===== src/rtl/otsu_binarize.sv =====
// otsu_binarize: RGB888 pixel pairs -> 8-bit luma -> per-frame threshold, 2-stage pipe.
// Define OTSU_HIST_EN to add a 256-bin luma histogram with a registered read port.
module otsu_binarize #(
    parameter int unsigned WIDTH   = 768,
    parameter int unsigned HEIGHT  = 512,
    parameter int unsigned DEF_THR = 128
) (
    input  logic        HCLK,
    input  logic        HRESETn,
    input  logic        hsync_in,
    input  logic [7:0]  DATA_R0,
    input  logic [7:0]  DATA_G0,
    input  logic [7:0]  DATA_B0,
    input  logic [7:0]  DATA_R1,
    input  logic [7:0]  DATA_G1,
    input  logic [7:0]  DATA_B1,
    input  logic [7:0]  thr_in,
    input  logic        thr_load,
    output logic        hsync,
    output logic [7:0]  DATA_WRITE_R0,
    output logic [7:0]  DATA_WRITE_G0,
    output logic [7:0]  DATA_WRITE_B0,
    output logic [7:0]  DATA_WRITE_R1,
    output logic [7:0]  DATA_WRITE_G1,
    output logic [7:0]  DATA_WRITE_B1,
    output logic        frame_done,
    input  logic [7:0]  hist_addr,
    output logic [18:0] hist_data
);
    localparam int unsigned NPAIR = WIDTH * HEIGHT / 2;
    localparam int unsigned CW = $clog2(NPAIR + 1);
    localparam logic [CW-1:0] CNT_MAX = CW'(NPAIR - 1);
    localparam logic [7:0] THR_RST = 8'(DEF_THR);

    logic [CW-1:0]    cnt_q, cnt_d;
    logic [7:0]       thr_pend_q, thr_pend_d;
    logic [7:0]       thr_frame_q, thr_frame_d;
    logic [2:0][15:0] prod0_q, prod0_d;
    logic [2:0][15:0] prod1_q, prod1_d;
    logic [7:0]       thr1_q, thr1_d;
    logic             v1_q, v1_d;
    logic             last1_q, last1_d;
    logic             first1_q, first1_d;
    logic             hsync_q, hsync_d;
    logic             done_q, done_d;
    logic [7:0]       pix0_q, pix0_d;
    logic [7:0]       pix1_q, pix1_d;

    logic       first;
    logic [7:0] thr_use;
    logic [7:0] y0, y1;

    always_comb begin
        cnt_d       = cnt_q;
        thr_pend_d  = thr_pend_q;
        thr_frame_d = thr_frame_q;
        prod0_d     = prod0_q;
        prod1_d     = prod1_q;
        thr1_d      = thr1_q;
        last1_d     = last1_q;
        first1_d    = first1_q;
        pix0_d      = pix0_q;
        pix1_d      = pix1_q;

        first   = hsync_in && (cnt_q == '0);
        thr_use = thr_frame_q;
        if (first) begin
            thr_use = thr_load ? thr_in : thr_pend_q;
        end
        if (thr_load) begin
            thr_pend_d = thr_in;
        end
        if (first) begin
            thr_frame_d = thr_use;
        end

        // Threshold and frame markers ride along with each pair.
        v1_d = hsync_in;
        if (hsync_in) begin
            cnt_d      = (cnt_q == CNT_MAX) ? '0 : cnt_q + 1'b1;
            prod0_d[0] = 16'(DATA_R0) * 16'd77;
            prod0_d[1] = 16'(DATA_G0) * 16'd150;
            prod0_d[2] = 16'(DATA_B0) * 16'd29;
            prod1_d[0] = 16'(DATA_R1) * 16'd77;
            prod1_d[1] = 16'(DATA_G1) * 16'd150;
            prod1_d[2] = 16'(DATA_B1) * 16'd29;
            thr1_d     = thr_use;
            last1_d    = (cnt_q == CNT_MAX);
            first1_d   = first;
        end

        y0 = 8'((prod0_q[0] + prod0_q[1] + prod0_q[2]) >> 8);
        y1 = 8'((prod1_q[0] + prod1_q[1] + prod1_q[2]) >> 8);

        hsync_d = v1_q;
        done_d  = v1_q && last1_q;
        if (v1_q) begin
            pix0_d = (y0 >= thr1_q) ? 8'hFF : 8'h00;
            pix1_d = (y1 >= thr1_q) ? 8'hFF : 8'h00;
        end
    end

    always_ff @(posedge HCLK) begin
        if (!HRESETn) begin
            cnt_q       <= '0;
            thr_pend_q  <= THR_RST;
            thr_frame_q <= THR_RST;
            prod0_q     <= '0;
            prod1_q     <= '0;
            thr1_q      <= '0;
            v1_q        <= 1'b0;
            last1_q     <= 1'b0;
            first1_q    <= 1'b0;
            hsync_q     <= 1'b0;
            done_q      <= 1'b0;
            pix0_q      <= '0;
            pix1_q      <= '0;
        end else begin
            cnt_q       <= cnt_d;
            thr_pend_q  <= thr_pend_d;
            thr_frame_q <= thr_frame_d;
            prod0_q     <= prod0_d;
            prod1_q     <= prod1_d;
            thr1_q      <= thr1_d;
            v1_q        <= v1_d;
            last1_q     <= last1_d;
            first1_q    <= first1_d;
            hsync_q     <= hsync_d;
            done_q      <= done_d;
            pix0_q      <= pix0_d;
            pix1_q      <= pix1_d;
        end
    end

    assign hsync         = hsync_q;
    assign frame_done    = done_q;
    assign DATA_WRITE_R0 = pix0_q;
    assign DATA_WRITE_G0 = pix0_q;
    assign DATA_WRITE_B0 = pix0_q;
    assign DATA_WRITE_R1 = pix1_q;
    assign DATA_WRITE_G1 = pix1_q;
    assign DATA_WRITE_B1 = pix1_q;

`ifdef OTSU_HIST_EN
    logic [18:0] bin_q [256];
    logic [18:0] bin_d [256];
    logic [18:0] hist_q, hist_d;

    // Clearing and counting in one update lets a frame start from its first pair.
    always_comb begin
        bin_d  = bin_q;
        hist_d = bin_q[hist_addr];
        if (v1_q) begin
            if (first1_q) begin
                for (int i = 0; i < 256; i++) begin
                    bin_d[i] = '0;
                end
            end
            bin_d[y0] = bin_d[y0] + 19'd1;
            bin_d[y1] = bin_d[y1] + 19'd1;
        end
    end

    always_ff @(posedge HCLK) begin
        if (!HRESETn) begin
            for (int i = 0; i < 256; i++) begin
                bin_q[i] <= '0;
            end
            hist_q <= '0;
        end else begin
            bin_q  <= bin_d;
            hist_q <= hist_d;
        end
    end

    assign hist_data = hist_q;
`else
    logic unused_hist;
    assign unused_hist = ^{hist_addr, first1_q};
    assign hist_data   = '0;
`endif
endmodule


===== config.mk =====
export PLATFORM = sky130hd
export DESIGN_NAME = otsu_binarize
export DESIGN_NICKNAME = d
export VERILOG_FILES = /design/src/rtl/otsu_binarize.sv
export SDC_FILE = /design/constraint.sdc
export NUM_CORES = 1
export LEC_CHECK = 0
export ABC_AREA = 1
export BUFFER_PORTS_ARGS = -buffer_cell sky130_fd_sc_hd__buf_2
export CORE_MARGIN = 8
export CORE_UTILIZATION = 32
export DETAILED_ROUTE_END_ITERATION = 12
export SETUP_SLACK_MARGIN = 0.3
export SLEW_MARGIN = 20
export SYNTH_ARGS = -nofsm -noshare
export SYNTH_HDL_FRONTEND = slang
export SYNTH_SLANG_ARGS = --single-unit

===== constraint.sdc =====
create_clock -name HCLK -period 6.6 [get_ports HCLK]
set_input_delay 0.66 -clock HCLK [delete_from_list [all_inputs] [get_ports HCLK]]
set_output_delay 0.66 -clock HCLK [all_outputs]
set_load 0.01 [all_outputs]

# Word-level counts from Yosys, hierarchy flattened
# Index checks and enable logic that the tools add are counted.
# W data, S select, Z words.
# op_classes
add_sub_neg,5
multipliers,6
magnitude_cmp,2
eq_ne,1
n_mux,5
reduce_logical,3
# op_table
op,count
$mul A8 B7 Y15 const B,4
$add A15 B16 Y16,2
$add A16 B13 Y16,2
$mux W8,4
$mul A8 B5 Y13 const B,2
$add A18 B1 Y18 const B,1
$eq A18 B18 Y1 const B,1
$logic_not A18 Y1,1
$mux W18,1
$ge A8 B8 Y1,2
$logic_and A1 B1 Y1,2
# totals
ff_bits,148
in_bits,68
output_inout_bits,69
wordCells,38

# Depth between registers and ports, before layout
# depth
ltp_word,4
ltp_mapped,21
ltp_nobuf,21

# Worst setup path before layout
# No wires, ideal clock.
# synth_path
kind,input-to-reg
from,in DATA_R0[4]
to,reg prod0_q[10] (netlist bit)
setup_ps,115
arrival_time_ps,3295
required_time_ps,6485
setup_slack_ps,3189
path_stages,13
path_buffers,0
cell_sequence,ha_1 -> ha_1 -> inv_1 -> fa_1 -> fa_1 -> inv_1 -> ha_1 -> a21oi_1 -> nor2_1 -> nor2_1 -> a21oi_1 -> o21ai_0 -> inv_1
# synth_between
elab_chain_cells,1
# synth_rtl
item,line,text
start: declaration,11,"input logic [7:0] DATA_R0,"
$mul A8 B7 Y15,81,prod0_d[0] = 16'(DATA_R0) * 16'd77;
end signal: assignment,122,prod0_q <= prod0_d;
end: declaration,38,"logic [2:0][15:0] prod0_q, prod0_d;"
# Every way passes these cells.
# A chain may end at the register's enable or synchronous reset.

# Worst setup path in the final report
# layout_path
from,in DATA_R1[4]
to,reg prod1_q[12] (netlist bit)
# layout_between
elab_chain_cells,1
# layout_rtl
item,line,text
start: declaration,14,"input logic [7:0] DATA_R1,"
$mul A8 B7 Y15,84,prod1_d[0] = 16'(DATA_R1) * 16'd77;
end signal: assignment,123,prod1_q <= prod1_d;
end: declaration,39,"logic [2:0][15:0] prod1_q, prod1_d;"
# Every way passes these cells.

==> results.md <==
- CTS tree: done
- Post-CTS sizing: 0
- Commonest non-fill, non-tap cell in the layout: nand2_1
- Switch share: 0.435
- Routed via count: 12,194
- Clk_skew: 0.00974 ns
- Gr usage total: 0.129
- Slew margin rel.: 0.467
- Crit path arrival time: 3.71 ns
- Clk buf depth: 2
- Ant diodes: 0
- CTS root buf: clkbuf_16
- Logic pwr share: 0.530
- # fillers: 4,847
- Setup repair bufs after CTS: 0
- Pre-Repair DR Iteration Count: 7
- Largest net degree at the start of global routing: 78
- Final slew viol count: 0
- Global placement routability congestion: 0.856
- Slew of the pin with the lowest slew margin: 0.800 ns
- Gr ovfl total: 0
- HPWL Detailed: 27,100 um
- Std-Cell Core Area: 45,100 um2
- Clk Latency, worst-skew pair: 0.43 ns
- Seq. cell area: 2680 um2
- Pint: 2.42 mW
- Setup violators final: 0
- CTS H-tree lvls: 4
- Sequential share of power: 0.231
- Inserted Clock Buffers: 17
- NetSw: 1.86 mW
- Syn Inst Count: 2,055
- Reg clk slew, reported paths: 0.06 ns
- Crit path required time: 6.93 ns
- Synth cell types: 39
- Area share of the largest cell type after synthesis: 0.211
- P_leak: 8.94 nW
- Via/cell ratio: 4.49
- Simple-gate share of the synthesized area: 0.250
- Post-layout net count: 2,489
- VDD IR max: 0.192 mV
- ANT nets after route: 0
- # port buffers: 109
- Adder-cell share of the synthesized area: 0.316
- Tmin final: 3.38 ns
- Seq/Total Area, Yosys: 0.185
- Initial antenna violation count: 0
- Drc violations: 0
- Fraction of registers with async set/reset: 0
- Synth Area in XOR/XNOR: 0.0199
- P&R area growth vs syn: 9.34%
- Commonest cells after routing, fill and taps aside: 405 x nand2_1, 385 x inv_1, 258 x nor2_1
- Worst Path Max Fanout: 4
- Proportion of power drawn by the clock network: 0.239
- FMAX: 0.296 GHz
- Initial Util: 0.321
- Post-CTS Hold Fix Bufs: 0
- Status: finished, final reports clean
- Hold crit path type: reg -> reg
- Area of the multi-input gates: 9770 um2
- Boundary Pins: 137
- Vias in the first global route: 12,292
- DIE WIDTH: 229 um
- Synthesized area per cell: 7.05 um2
- YS warnings: 0
- Wire per inst: 12.2 um
- Multiplexer share of the synthesized area: 0.00553
- Top_reg_cell synth: dfxtp_1
- Num rows: 78
- Crit. End Element: register
- RSZ-0062 raised after global routing: no
- Final Power: 4.28 mW
- Die Height: 229 um
- Synth area leader: ha_1
- Total Wirelength: 33,100 um
- Clock Sinks: 134
- Sum Neg Setup Slack: 0 ns
- Global-route wire length before repair: 57,400 um
- Power per standard cell area: 270 nW/um2
- Number of synthesized flops with an enable pin: 0
- Synth Area in Compound Gates: 0.0783
- Share of cells above drive strength 1: 0.0823
- 1st-iter DRT viols: 463
- Hold Vio Cnt, Final: 0
- CP Class: in -> reg
- #FFs+latches synth: 134
- Synth Cell Area: 14,500 um2
- Largest family of logic cells by synthesized area: adder cells
- Startpoint Class: primary input
- Synth top area cells: ha_1 21%, dfxtp_1 19%, fa_1 10%
- Die ar.: 52,400 um2
- Period utilization: 0.512
- Max-Cap Viols: 0
-- routing by layer --
metal,track usage,share of wire
met3,0.0262,0.034
met1,0.153,0.45
met4,0.0247,0.010
met2,0.237,0.50
met5,0,0
-- cells in the mapped netlist (2+ instances only) --
library cell / count
nor4_1: 2
inv_1: 386
nor2_2: 5
buf_2: 15
o21bai_1: 2
dfxtp_1: 134
or2_2: 7
nor2_1: 258
clkbuf_1: 18
nor3_4: 2
xnor2_1: 11
mux2i_1: 8
a31oi_1: 6
buf_4: 67
a21oi_1: 93
ha_1: 244
buf_1: 3
xor2_1: 22
o21ai_0: 91
nand3b_1: 14
nand2_1: 405
a21boi_0: 2
o21a_1: 2
a21o_1: 6
nand3_2: 2
nor2_4: 2
nand4_1: 19
fa_1: 76
nand3_1: 128
nand4_2: 2
a21oi_2: 8
nor3_1: 8
-- power by group through the flow --
| stage | clock (mW) | combinational, mW | sequential, mW |
|---|---|---|---|
| after global routing | 1.08 | 2.67 | 1.00 |
| after global placement | 0 | 2.23 | 1.01 |
| final | 1.02 | 2.26 | 0.989 |
| after detailed placement | 0 | 2.27 | 1.01 |
| after CTS | 1.05 | 2.29 | 0.994 |
| after floorplan | 0 | 1.81 | 0.982 |
-- path summary, 6_finish.rpt --
kind	startpoint	depth (start not counted)	slack, ns	end
setup / recovery	DATA_R1[4]	16	3.22	prod1_q[12]
hold reg to reg	last1_q	2	0.43	frame_done
setup reg to reg	prod1_q[8]	18	3.52	DATA_WRITE_B1[6]
hold / removal	last1_q	2	0.43	frame_done
-- logic make-up after synthesis --
kind of cell               count (synthesis)
other                                      1
and+or+nand+nor                          858
xor gates and xnor gates                  33
AOI/OAI and AO/OA                        211
DFF                                      134
adders and majority gates                320
muxes                                      8
buffers and inverters                    490
-- state kept, by name, summed over array words and instances (netlist names), 8 cells and up --
name	count
thr_frame_q	8
thr_pend_q	8
thr1_q	8
prod0_q	43
cnt_q	18
prod1_q	43
-- worst max-delay path, cell delays in order --
cell and delay, ns:
buf_2 0.14, ha_1 0.30, ha_1 0.27, inv_1 0.05, fa_1 0.52, fa_1 0.53, inv_1 0.04, ha_1 0.35
a21oi_1 0.29, nand2_1 0.10, nand2_1 0.09, nand3_1 0.09, nand2_1 0.07, nand3_1 0.07, nand2_1 0.09, inv_1 0.03
-- final cells by class --
type / count / area share
Multi-Input combinational cell: 1449 / 0.616
Sequential cell: 134 / 0.169
Inverter: 387 / 0.0918
Tap cell: 600 / 0.0474
Timing Repair Buffer: 112 / 0.0360
Clock buffer: 20 / 0.0282
Clock inverter: 11 / 0.0111
-- metrics by stage --
step / area, um2 / hold WS, ns / utilization / worst slack [ns] / cells
detailed placement: 15200 / 0.423 / 0.338 / 2.77 / 2682
global placement: 15200 / 0.425 / 0.338 / 2.80 / 2682
floorplan: 14600 / 0.408 / - / 3.19 / 2073
CTS: 15800 / 0.434 / 0.351 / 3.22 / 2713
finish: 15800 / 0.428 / 0.351 / 3.22 / 2713
global route: 15800 / 0.459 / 0.351 / 2.98 / 2713
Note: power is estimated with default switching activity, not from simulation.
